$ cat config.mk
export PLATFORM = sky130hd
export DESIGN_NAME = ssd_display_driver
export DESIGN_NICKNAME = d
export VERILOG_FILES = /design/src/rtl/ssd_display_driver.sv
export SDC_FILE = /design/constraint.sdc
export NUM_CORES = 1
export LEC_CHECK = 0
export BUFFER_PORTS_ARGS = -buffer_cell sky130_fd_sc_hd__buf_4
export CORE_ASPECT_RATIO = 0.75
export CORE_MARGIN = 4
export CORE_UTILIZATION = 40
export DETAILED_ROUTE_END_ITERATION = 10
export PLACE_DENSITY = 0.61
export SYNTH_ARGS = -nofsm -noshare
export SYNTH_HDL_FRONTEND = slang
export SYNTH_SLANG_ARGS = --single-unit
$ cat constraint.sdc
create_clock -name clk -period 3.1 [get_ports clk]
set_input_delay 0.31 -clock clk [delete_from_list [all_inputs] [get_ports clk]]
set_output_delay 0.31 -clock clk [all_outputs]
set_load 0.05 [all_outputs]
$ cat src/rtl/ssd_display_driver.sv
// Seven-segment driver: binary value to BCD via sequential double-dabble,
// then time-multiplexed onto a 4-digit common-anode display.
module ssd_display_driver #(
    parameter int DATA_W      = 13,
    parameter int REFRESH_DIV = 100000,
    parameter bit BLANK_LZ    = 1'b1
) (
    input  logic              clk,
    input  logic              rst,
    input  logic [DATA_W-1:0] value,
    output logic [3:0]        anode,
    output logic [6:0]        segments,
    output logic [15:0]       bcd_out,
    output logic              bcd_valid,
    output logic              busy
);

    localparam int RW = (REFRESH_DIV > 1) ? $clog2(REFRESH_DIV) : 1;
    localparam int CW = $clog2(DATA_W + 1);
    localparam int SW = 16 + DATA_W;

    typedef enum logic [1:0] {IDLE, CONV, COMMIT} state_t;

    state_t            state;
    logic [DATA_W-1:0] captured;
    logic [DATA_W-1:0] shreg;
    logic [15:0]       scratch;
    logic [CW-1:0]     iter;
    logic [RW-1:0]     rcnt;
    logic [1:0]        idx;

    logic [15:0]       adj;
    logic [SW-1:0]     shifted;
    logic              rwrap;
    logic [1:0]        nidx;
    logic [3:0]        nib;
    logic              blank;

    function automatic logic [6:0] seg_dec(input logic [3:0] d);
        case (d)
            4'd0:    seg_dec = 7'b1000000;
            4'd1:    seg_dec = 7'b1111001;
            4'd2:    seg_dec = 7'b0100100;
            4'd3:    seg_dec = 7'b0110000;
            4'd4:    seg_dec = 7'b0011001;
            4'd5:    seg_dec = 7'b0010010;
            4'd6:    seg_dec = 7'b0000010;
            4'd7:    seg_dec = 7'b1111000;
            4'd8:    seg_dec = 7'b0000000;
            4'd9:    seg_dec = 7'b0010000;
            default: seg_dec = 7'b1111111;
        endcase
    endfunction

    // Double-dabble step: add-3 correction per nibble, then shift left.
    always_comb begin
        adj = scratch;
        for (int i = 0; i < 4; i++) begin
            if (adj[i*4 +: 4] >= 4'd5)
                adj[i*4 +: 4] = adj[i*4 +: 4] + 4'd3;
        end
        shifted = {adj[14:0], shreg, 1'b0};
    end

    // Next scan position and whether that digit is a leading zero.
    always_comb begin
        rwrap = (rcnt == RW'(REFRESH_DIV - 1));
        nidx  = rwrap ? idx + 2'd1 : idx;
        nib   = bcd_out[nidx*4 +: 4];
        case (nidx)
            2'd1:    blank = (bcd_out[15:4] == 12'd0);
            2'd2:    blank = (bcd_out[15:8] == 8'd0);
            2'd3:    blank = (bcd_out[15:12] == 4'd0);
            default: blank = 1'b0;
        endcase
        blank = blank & BLANK_LZ;
    end

    // Conversion FSM: capture on change, iterate DATA_W times, commit.
    always_ff @(posedge clk) begin
        if (rst) begin
            state     <= IDLE;
            captured  <= '0;
            shreg     <= '0;
            scratch   <= '0;
            iter      <= '0;
            bcd_out   <= '0;
            bcd_valid <= 1'b0;
            busy      <= 1'b0;
        end else begin
            bcd_valid <= 1'b0;
            case (state)
                IDLE: begin
                    if (value != captured) begin
                        captured <= value;
                        shreg    <= value;
                        scratch  <= '0;
                        iter     <= '0;
                        busy     <= 1'b1;
                        state    <= CONV;
                    end
                end
                CONV: begin
                    scratch <= shifted[SW-1 -: 16];
                    shreg   <= shifted[DATA_W-1:0];
                    iter    <= iter + 1'b1;
                    if (iter == CW'(DATA_W - 1))
                        state <= COMMIT;
                end
                COMMIT: begin
                    bcd_out   <= scratch;
                    bcd_valid <= 1'b1;
                    busy      <= 1'b0;
                    state     <= IDLE;
                end
                default: state <= IDLE;
            endcase
        end
    end

    // Refresh scan: anode and segments move together on each wrap.
    always_ff @(posedge clk) begin
        if (rst) begin
            rcnt     <= '0;
            idx      <= 2'd0;
            anode    <= 4'b1110;
            segments <= 7'b1000000;
        end else begin
            rcnt     <= rwrap ? '0 : rcnt + 1'b1;
            idx      <= nidx;
            anode    <= ~(4'b0001 << nidx);
            segments <= blank ? 7'b1111111 : seg_dec(nib);
        end
    end

endmodule

After elaboration in Yosys (flattened, before gate mapping). Memories as Yosys holds them, arrays and structs flattened. Index checks and enable logic that the tools add are counted. W data, S select, Z words.

Output and inout port bits: 29. Memories kept: 1. Register bits: 96. ROM bits: 112.

Reductions and logical operators: 12. Bitwise gates (word level): 1. Shifts and indexed selects: 2. Order comparisons: 4. Equality and inequality tests: 10. Add/subtract/negate cells: 7. Muxes and demuxes: 19.

Memory list: (no name shown) (depth 16, width 7, read ports 1, clocked after memory_dff 0, wr ports 0, RTL line 40) `case (d)`.

Operators by type and width (number): $pmux W16 S2 (1); $pmux W13 S2 (1); $add A17 B1 Y17 const B (1); $eq A17 B17 Y1 const B (1); $ge A4 B3 Y1 const B (4); $mux W16 (1); $mux W4 (4); $shiftx A16 B5 Y4 (1); $mux W13 (1); $ne A13 B13 Y1 (1); $add A4 B2 Y4 const B (3); $logic_not A12 Y1 (1); $logic_not A8 Y1 (1); $pmux W4 S2 (1); $reduce_and A2 Y1 (4); $eq A2 B2 Y1 const B (3); $mux W2 (3); $mux W6 (1); $add A4 B1 Y4 const B (1); $eq A2 B1 Y1 const B (2); $eq A4 B4 Y1 const B (1); $logic_not A4 Y1 (1); $ne A2 B2 Y1 const B (2); $not A4 Y4 (1); 11 further kinds (14).

Depth between registers and ports, before layout. Gate-level depths: netlist of the first run.

Depth after elaboration: 5. Depth in mapped cells: 10.

Least setup slack after synthesis of the first run. No wires, ideal clock.

Path type: register to register. Start point: register rcnt[0]. End point: register segments[4]. Setup time: 0.066 ns. Clock period less this slack: 2.385 ns. Stages on the path, launching flop included: 10. Path slack: 0.715 ns. Arrival: 2.319 ns. Data required time: 3.034 ns. Path through: dfxtp_1 ha_1 and2_1 nand4_1 nor2_8 xor2_2 a221o_1 ha_1 mux2_4 a21oi_2.

Longest elaborated chain between the ends: 5. Elaborated cells on any way between the ends: 9.

RTL lines: start, declared (RTL line 29) `logic [RW-1:0] rcnt;`; start signal, assigned (RTL line 129) `rcnt <= rwrap ? '0 : rcnt + 1'b1;`; $eq A17 B17 Y1 (*) (RTL line 67) `rwrap = (rcnt == RW'(REFRESH_DIV - 1));`; $mux W2 (*) (RTL line 68) `nidx = rwrap ? idx + 2'd1 : idx;`; $shiftx A16 B5 Y4 (tied with other cells) (RTL line 69) `nib = bcd_out[nidx*4 +: 4];`; $mem_v2 Z16 W7 / $pmux W1 S3 (equally long branches); $mux W6 (*) (RTL line 132) `segments <= blank ? 7'b1111111 : seg_dec(nib);`; end signal, assigned (RTL line 132); end, declared (RTL line 12) `output logic [6:0] segments,`.

Mark *: on every way between the ends. The rest lies on a longest branch, timed or not. A chain may end at the register's enable or synchronous reset.

Worst setup path in the final report of the first run. Ends and elaborated chain as after synthesis.

==> reports/results.ini, run 1 <==
[status]
status = complete, no violations

[routing]
wirelength_mm = 9.89
first_pass_iters = 5
wl_per_cell_um = 14.3
num_vias = 3617
drc_errors = 0
final_antenna_net_count = 0
drt_iter0_drc = 282
via_per_inst = 5.24

[timing]
worst_slew_pin_slew_ns = 1.12
fin_crit_ns = 2.60
skew_ns = 0.00737
setup_ws_ns = 0.498
tns_ns = 0
holdWs_ns = 0.254
hold_viol = 0
fmax_mhz = 384
slew_headroom = 0.250
fin_crit_sh = 0.839
setup_violations = 0
rsz0062_at_grt = no
drv_slew = 0

[setup_path]
r2r_start = rcnt[0]$_SDFF_PP0_
crit_arrival_ns = 2.87
r2r_end = segments[4]$_SDFF_PP0_
crit_family = simple AND/OR/NAND/NOR gates
cp.required_ns = 3.37
r2r_cells = 9
cp_num_buf_inv = 0
endpoint_kind = flip-flop
max_stage_delay_ns = 0.46
rrSetupSlack_ns = 0.50
critPathSlowestCell = a221o_1
crit_path_cell_trace = ha_1 -> and2_1 -> nand4_1 -> nor2_8 -> xor2_2 -> a221o_1 -> ha_1 -> mux2_4 -> a21oi_2
worstSetupPathType = reg -> reg
crit_top_cell = ha_1
crit_fanout = 7
cp-start-kind = flip-flop

[clock_network]
cts_buffer_depth = 2
htree_levels = 3
cts_made_buffers = 9
cts.sinks = 96
post_cts_buffers = 0
clk_pin_slew_worst_paths_ns = 0.06
postCtsHoldBufs = 0
root_buffer = clkbuf_16
cts_resized = 0
cts_tree = yes
clk-insertion-delay-late_ns = 0.34

[floorplan]
core-area_um2 = 10500
rows = 32
die_w_um = 128
io_pins = 44
die_height_um = 98.3
die_area_um2 = 12600
initial_utilization = 0.417

[final_layout]
postLayoutCoreUtil = 0.487
final_cell_area_um2 = 5090
area_delta_synth_final_pct = 16.8
nFillCells = 986
diodes = 0
layout-drive-gt1-share = 0.150
num-nets-final = 581

[yosys]
synth_fa_ha_area_frac = 0.0460
synth_top_family_by_area = simple AND/OR/NAND/NOR gates
synth.distinct_cells = 46
synth-seq-cells = 96
yosys.area_share.simple = 0.215
syn_nets = 548
synth_common_cells = dfxtp_1 (96), nand2_1 (90), a21oi_1 (73)
yosys-top-cells-area = dfxtp_1 (44%), a21oi_1 (8.4%), nand2_1 (7.8%)
syn-cell-area_um2 = 4350
yosys.area_share.xor_xnor = 0.0762
synth_edf_count = 0
yosysMostFrequentCell = dfxtp_1
synthMuxAreaShare = 0.0126
yosysWarnings = 0
yosys.area.top_type = dfxtp_1
synth_compound_area_frac = 0.169
syn_area_per_cell_um2 = 8.42
synthFlopType = dfxtp_1
async_reset_ff_frac = 0
synth_top_area_share = 0.442
ys_seq_area_frac = 0.442
synth_cells = 517

[job]
drv_cap = 0

[global_route]
first_global_vias = 3355
grt_max_degree = 77
grt_first_pass_wirelength_mm = 16.4
antenna_found_initial = 0
grt.overflow.total = 0
track_usage = 0.160

[place]
hpwl_mm = 7.05
gp_congestion = 0.864
port_buffers = 43
dpl_cell_area_um2 = 4790
post-place-ws_ns = 0.505

[hold_path]
hold_path_end = captured[0]$_SDFFE_PP0P_
hold_start = value[0]
hold_path_class = in -> reg
hold_depth = 3

[power]
vdd_drop_max_uv = 292
leakage_nw = 1.89
pwr_density_cell_nw_per_um2 = 496

==> worst register-to-register path: cells and delay by family (launching register included) <==
family,cells,cell delay [ns]
xor+xnor,1,0.16
compound gates,2,0.59
mux,1,0.28
simple gates,3,0.72
flops,1,0.35
fa+ha+maj,2,0.43
==> final cells by class <==
cell class              instances  area (um2)  share of cell area
inverters                      19        71.3              0.0140
clock inverters                 4        53.8              0.0106
clock buffers                  11         243              0.0477
multi-input cells             375        2260               0.444
well taps                     136         170              0.0335
flip-flops and latches         96        1920               0.378
repair buffers                 49         368              0.0723
==> state kept, by name (all words and copies together) (netlist names) <==
signal,count
rcnt,17
anode,4
busy,1
idx,2
state,2
bcd_out,16
captured,13
shreg,13
scratch,16
iter,4
bcd_valid,1
segments,7
==> through the flow <==
step | std cells | total power, mW
after global routing | 690 | 2.62
final | 690 | 2.52
after global placement | 675 | 1.45
after floorplan | 517 | 1.40
after CTS | 690 | 2.56
after detailed placement | 675 | 1.45
==> power breakdown <==
group / internal (mW) / total (mW) / leakage (nW) / switching (mW)
registers: 1.26 / 1.28 / 0.780 / 0.0193
logic: 0.0530 / 0.138 / 0.969 / 0.0853
clock network: 0.646 / 1.10 / 0.138 / 0.456
==> how the worst max path moves through the flow <==
stage,startpoint,endpoint,slack (ns),depth (start not counted)
finish,rcnt[0]$_SDFF_PP0_,segments[4]$_SDFF_PP0_,0.50,9
global route,rcnt[0]$_SDFF_PP0_,segments[0]$_SDFF_PP0_,0.27,10
detailed placement,rcnt[0]$_SDFF_PP0_,segments[4]$_SDFF_PP0_,0.50,9
global placement,rcnt[0]$_SDFF_PP0_,segments[4]$_SDFF_PP0_,0.59,9
floorplan,rcnt[0]$_SDFF_PP0_,segments[4]$_SDFF_PP0_,0.71,9
CTS,rcnt[0]$_SDFF_PP0_,segments[4]$_SDFF_PP0_,0.47,9
==> layout by cell type, fill, tap and decap left out, drive strengths merged, types with 14 or more instances in the layout <==
cell type  synthesis  layout
nand3             23      23
o21ai             15      15
ha                16      16
dfxtp             96      96
nand2             90      90
xor2              20      20
buf                3      49
a22oi             14      14
a21oi             74      74
nor2              30      30
inv               19      20
xnor2             17      17
==> layer usage <==
layer  up-vias  part of all wire  GRT usage
li1       1844                 -          -
met1      1692              0.51      0.231
met2        79              0.43      0.233
met3         2             0.057     0.0558
met4         0            0.0034     0.0310
met5         -                 0          0
==> kinds of logic (layout without fill, tap and decap cells) <==
kind of cell    count (synthesis)  count (layout)
simple gates                  196             196
compound gates                121             121
flops                          96              96
buf+inv                        46              83
xor+xnor                       37              37
fa+ha+maj                      16              16
mux                             5               5
Power figures use the tool's default switching activity.
==> run 2, diff against run 1 <==
- clock period: 3.1 -> 2.65 ns (I/O delays scaled with it)
==> run 2 against run 1 <==
Non-clock buffer count up 8; fmax up 2.4%; sequential power up 17%; via count up 2.0%; cell count up 1.3%; largest power group unchanged; highest routed layer unchanged.
==> reports/results.ini, run 2 (synthesis gave the netlist of run 1 again) <==
[routing]
via_per_inst = 5.28  ; +0.65%
first_pass_iters = 4  ; -1
final_antenna_net_count = 0  ; unchanged
drc_errors = 0  ; unchanged
wirelength_mm = 10.1  ; +1.6%
num_vias = 3688  ; +2.0%
drt_iter0_drc = 206  ; -27%
wl_per_cell_um = 14.4  ; +0.33%

[floorplan]
die_height_um = 98.3  ; unchanged
rows = 32  ; unchanged
core-area_um2 = 10500  ; unchanged
die_area_um2 = 12600  ; unchanged
die_w_um = 128  ; unchanged
initial_utilization = 0.417  ; unchanged
io_pins = 44  ; unchanged

[final_layout]
stdcell_count = 699  ; +1.3%
num-nets-final = 589  ; +1.4%
largest_reg_flops = 17  ; unchanged
regMostFlops = rcnt
area_delta_synth_final_pct = 19.1
top_regs = rcnt x17, bcd_out x16, scratch x16
final_common_cell = dfxtp_1
multiInputGateArea_um2 = 2290  ; +1.3%
nFillCells = 1011  ; +2.5%
layout_common_cells = dfxtp_1 (96), nand2_1 (90), a21oi_1 (72), buf_4 (57), nor2_1 (28)
regArea_um2 = 1920  ; unchanged
postLayoutCoreUtil = 0.496  ; +0.00922
diodes = 0  ; unchanged
layout-drive-gt1-share = 0.169  ; +0.0189

[clock_network]
cts_made_buffers = 9  ; unchanged
root_buffer = clkbuf_16
cts_tree = yes
clk_pin_slew_worst_paths_ns = 0.07  ; about the same
cts.sinks = 96  ; unchanged
cts_buffer_depth = 2  ; unchanged
htree_levels = 3  ; unchanged
postCtsHoldBufs = 0  ; unchanged
clk-insertion-delay-late_ns = 0.34  ; about the same

[timing]
slew_headroom = 0.475  ; +0.225
fin_crit_ns = 2.54  ; -0.0618 ns
setup_violations = 0  ; unchanged
rsz0062_at_grt = yes
worst_slew_pin_slew_ns = 0.787  ; -0.336 ns
skew_ns = 0.00681  ; -0.000560 ns
hold_viol = 0  ; unchanged
drv_slew = 0  ; unchanged
fmax_mhz = 394  ; +2.4%
fin_crit_sh = 0.958  ; +0.119
tns_ns = 0  ; unchanged

[power]
clockPowerShare = 0.444  ; +0.007
leakage_nw = 1.94  ; +2.7%
vdd_drop_max_uv = 338  ; +16%
pwr_density_cell_nw_per_um2 = 576  ; +16%
swShare = 0.234  ; +0.0116
finalPower_mw = 2.98  ; +18%
p_int_mw = 2.29  ; +17%
seq_power_share = 0.502  ; -0.006
combPwrFrac = 0.054  ; about the same
p_switching_mw = 0.697  ; +24%

[setup_path]
worstSetupPathType = reg -> reg
crit_fanout = 7  ; unchanged
crit_arrival_ns = 2.82  ; -0.05 ns
cp.required_ns = 2.93  ; -0.44 ns
endpoint_kind = flip-flop
cp-start-kind = flip-flop

[job]
drv_cap = 0  ; unchanged

[place]
gp_congestion = 0.844  ; -2.3%
port_buffers = 43  ; unchanged
dpl.cell_count = 680  ; +0.74%
hpwl_mm = 7.05  ; about the same

[global_route]
grt.overflow.total = 0  ; unchanged
grt_max_degree = 77  ; unchanged
track_usage = 0.164  ; +0.00408
first_global_vias = 3383  ; +0.83%
grt_first_pass_wirelength_mm = 16.9  ; +2.7%
antenna_found_initial = 0  ; unchanged

[hold_path]
hold_path_class = in -> reg

[status]
status = complete, no violations

-- run 2: worst paths after layout --
check        slack (ns)  depth (start not counted)          startpoint                  endpoint
max                0.11                          9  rcnt[6]$_SDFF_PP0_    segments[4]$_SDFF_PP0_
min                0.20                          3            value[0]  captured[0]$_SDFFE_PP0P_
min reg2reg        0.45                          1  rcnt[0]$_SDFF_PP0_        rcnt[0]$_SDFF_PP0_
max reg2reg        0.11                          9  rcnt[6]$_SDFF_PP0_    segments[4]$_SDFF_PP0_
-- run 2: area by class of cell --
cell class	instances	area share
flip-flops and latches	96	0.371
multi-input cells	375	0.441
inverters	19	0.0138
clock buffers	10	0.0442
well taps	136	0.0328
repair buffers	57	0.0826
clock inverters	6	0.0145
-- run 2: metrics by stage --
stage                     worst slack, ns  area (um2)  hold WS [ns]
after floorplan                     0.265        4350         0.366
after global placement              0.173        4830         0.432
after detailed placement           0.0908        4830         0.445
after CTS                          0.0691        5130         0.192
after global routing              -0.0165        5180         0.211
final                               0.110        5180         0.201
-- run 2: repair_timing --
| action | 4_1_cts | 5_1_grt |
|---|---|---|
| setup buffers | 0 | 3 |
| setup endpoints to repair | 0 | 7 |
| endpoints found under the hold margin | 0 | 0 |
| gates resized for setup | 0 | 5 |
-- run 2: layer usage --
layer	vias to the layer above	global-route usage	share of wire
met5	-	0	0
met4	0	0.0530	0.017
met3	16	0.0410	0.040
met2	67	0.233	0.43
met1	1748	0.243	0.52
li1	1857	-	-
-- run 2: power by group through the flow --
stage / Combinational [mW] / Clock [mW] / Sequential (mW)
global placement: 0.160 / 0 / 1.53
finish: 0.161 / 1.32 / 1.50
CTS: 0.162 / 1.35 / 1.50
detailed placement: 0.162 / 0 / 1.53
floorplan: 0.105 / 0 / 1.53
global route: 0.183 / 1.41 / 1.50
-- run 2: worst max-delay path, stage by stage (launching register included) --
cell and delay, ns:
dfxtp_1 0.35, or4_4 0.56, nor4_4 0.28, buf_4 0.18, nand4_1 0.14, o21ai_4 0.15, buf_4 0.17, a221o_2 0.23
mux2_4 0.32, a21oi_2 0.12
==> run 3, diff against run 2 <==
- CORE_ASPECT_RATIO: 0.75 -> not set
==> run 3 against run 2 <==
Final area fell by 3.0%; first-iteration DRC count rose by 30%; clock power fell by 31%; wire length fell by 5.2%; sequential power barely moved; worst hold slack got worse by 0.025 ns; fmax rose by 2.8%; global-route usage fell by 1.1 points.
==> reports/results.ini, run 3 (synthesis gave the netlist of run 1 again) <==
[final_layout]
diodes = 0  ; unchanged
area_delta_synth_final_pct = 15.5
final_cell_area_um2 = 5030  ; -3.0%
final_common_cell = dfxtp_1
num-nets-final = 589  ; unchanged
stdcell_count = 698  ; -0.14%
regMostFlops = rcnt
top_regs = rcnt x17, bcd_out x16, scratch x16
postLayoutCoreUtil = 0.481  ; -0.0153
layout-drive-gt1-share = 0.158  ; -0.0104
layout_common_cells = dfxtp_1 (96), nand2_1 (90), a21oi_1 (73), buf_4 (57), nor2_1 (28)
largest_reg_flops = 17  ; unchanged

[routing]
drc_errors = 0  ; unchanged
final_antenna_net_count = 0  ; unchanged
num_vias = 3601  ; -2.4%
drt_iter0_drc = 267  ; +30%
wl_per_cell_um = 13.7  ; -5.0%
via_per_inst = 5.16  ; -2.2%
first_pass_iters = 4  ; unchanged
wirelength_mm = 9.54  ; -5.2%

[floorplan]
die_w_um = 112  ; -13%
core-area_um2 = 10500  ; +0.12%
rows = 37  ; +16%
io_pins = 44  ; unchanged
die_area_um2 = 12600  ; -0.13%
initial_utilization = 0.416  ; -0.000498
die_height_um = 112  ; +14%

[global_route]
first_global_vias = 3395  ; +0.35%
grt_first_pass_wirelength_mm = 16.2  ; -4.1%
grt_max_degree = 77  ; unchanged
grt.overflow.total = 0  ; unchanged
antenna_found_initial = 0  ; unchanged
track_usage = 0.154  ; -0.0106

[clock_network]
post_cts_buffers = 0  ; unchanged
cts_made_buffers = 9  ; unchanged
cts.sinks = 96  ; unchanged
postCtsHoldBufs = 0  ; unchanged
root_buffer = clkbuf_8
cts_tree = yes
cts_buffer_depth = 2  ; unchanged
clk_pin_slew_worst_paths_ns = 0.09  ; +0.02 ns
cts_resized = 0  ; unchanged
clk-insertion-delay-late_ns = 0.36  ; +0.02 ns
htree_levels = 3  ; unchanged

[timing]
worst_slew_pin_slew_ns = 0.782  ; -0.00447 ns
slew_headroom = 0.478  ; +0.00298
hold_viol = 0  ; unchanged
rsz0062_at_grt = no
setup_violations = 0  ; unchanged
tns_ns = 0  ; unchanged
drv_slew = 0  ; unchanged
fmax_mhz = 405  ; +2.8%
setup_ws_ns = 0.179  ; +0.0688 ns
fin_crit_ns = 2.47  ; -0.0688 ns
holdWs_ns = 0.176  ; -0.0248 ns
skew_ns = 0.00931  ; +0.00250 ns
fin_crit_sh = 0.932  ; -0.0260

[place]
post-place-ws_ns = 0.117  ; +0.0261 ns
port_buffers = 43  ; unchanged
dpl.cell_count = 682  ; +0.29%
gp_congestion = 0.794  ; -6.0%
dpl_cell_area_um2 = 4840  ; +0.31%
hpwl_mm = 6.71  ; -4.9%

[power]
leakage_nw = 1.88  ; -2.9%
pwr_density_cell_nw_per_um2 = 510  ; -11%
vdd_drop_max_uv = 315  ; -6.9%
finalPower_mw = 2.57  ; -14%

[hold_path]
hold_start = value[0]
hold_path_class = in -> reg

[setup_path]
cp.required_ns = 2.94  ; about the same
crit_arrival_ns = 2.77  ; -0.05 ns
crit_fanout = 7  ; unchanged
rrSetupSlack_ns = 0.18  ; +0.07 ns
endpoint_kind = flip-flop
critPathSlowestCell = or4_1
cp-startpoint = rcnt[6]$_SDFF_PP0_
crit_family = simple AND/OR/NAND/NOR gates
r2r_start = rcnt[6]$_SDFF_PP0_
worstSetupPathType = reg -> reg
cp_num_buf_inv = 0  ; -2
max_stage_delay_ns = 0.57  ; about the same
cp-start-kind = flip-flop
crit_path_cell_trace = or4_1 -> nor4_4 -> nand4_1 -> a21oi_1 -> a221o_2 -> mux2_4 -> a21oi_2

[status]
status = complete, no violations

[job]
drv_cap = 0  ; unchanged

[run 3: cell count changes in the layout (fill, tap and decap cells not counted), moves of 2 or more]
cell	change
clkbuf_1	+2
clkbuf_8	+9
inv_6	-3
clkbuf_16	-9
[run 3: area by class of cell]
class	count	area, um2
fillers	1056	5430
clock inverters	3	43.8
multi-input cells	375	2260
repair buffers	57	428
well taps	136	170
inverters	19	71.3
flip-flops and latches	96	1920
clock buffers	12	135
[run 3: worst min-delay path: stages]
cell and delay [ns]:
buf_4 0.12, nand2_1 0.05, a21oi_1 0.05
[run 3: worst paths after layout]
check / endpoint / depth (start not counted)
setup / recovery: segments[4]$_SDFF_PP0_ / 7
hold / removal: captured[0]$_SDFFE_PP0P_ / 3
hold reg to reg: rcnt[0]$_SDFF_PP0_ / 1
setup reg to reg: segments[4]$_SDFF_PP0_ / 7
[run 3: routing by layer]
layer | share of wire | track usage
met5 | 0 | 0
met4 | 0.015 | 0.0481
met3 | 0.037 | 0.0388
met2 | 0.48 | 0.258
met1 | 0.47 | 0.194
[run 3: report_power, final]
part	internal [mW]	total (mW)	switching, mW
logic	0.0618	0.160	0.0979
clock network	0.433	0.909	0.476
registers	1.48	1.50	0.0221
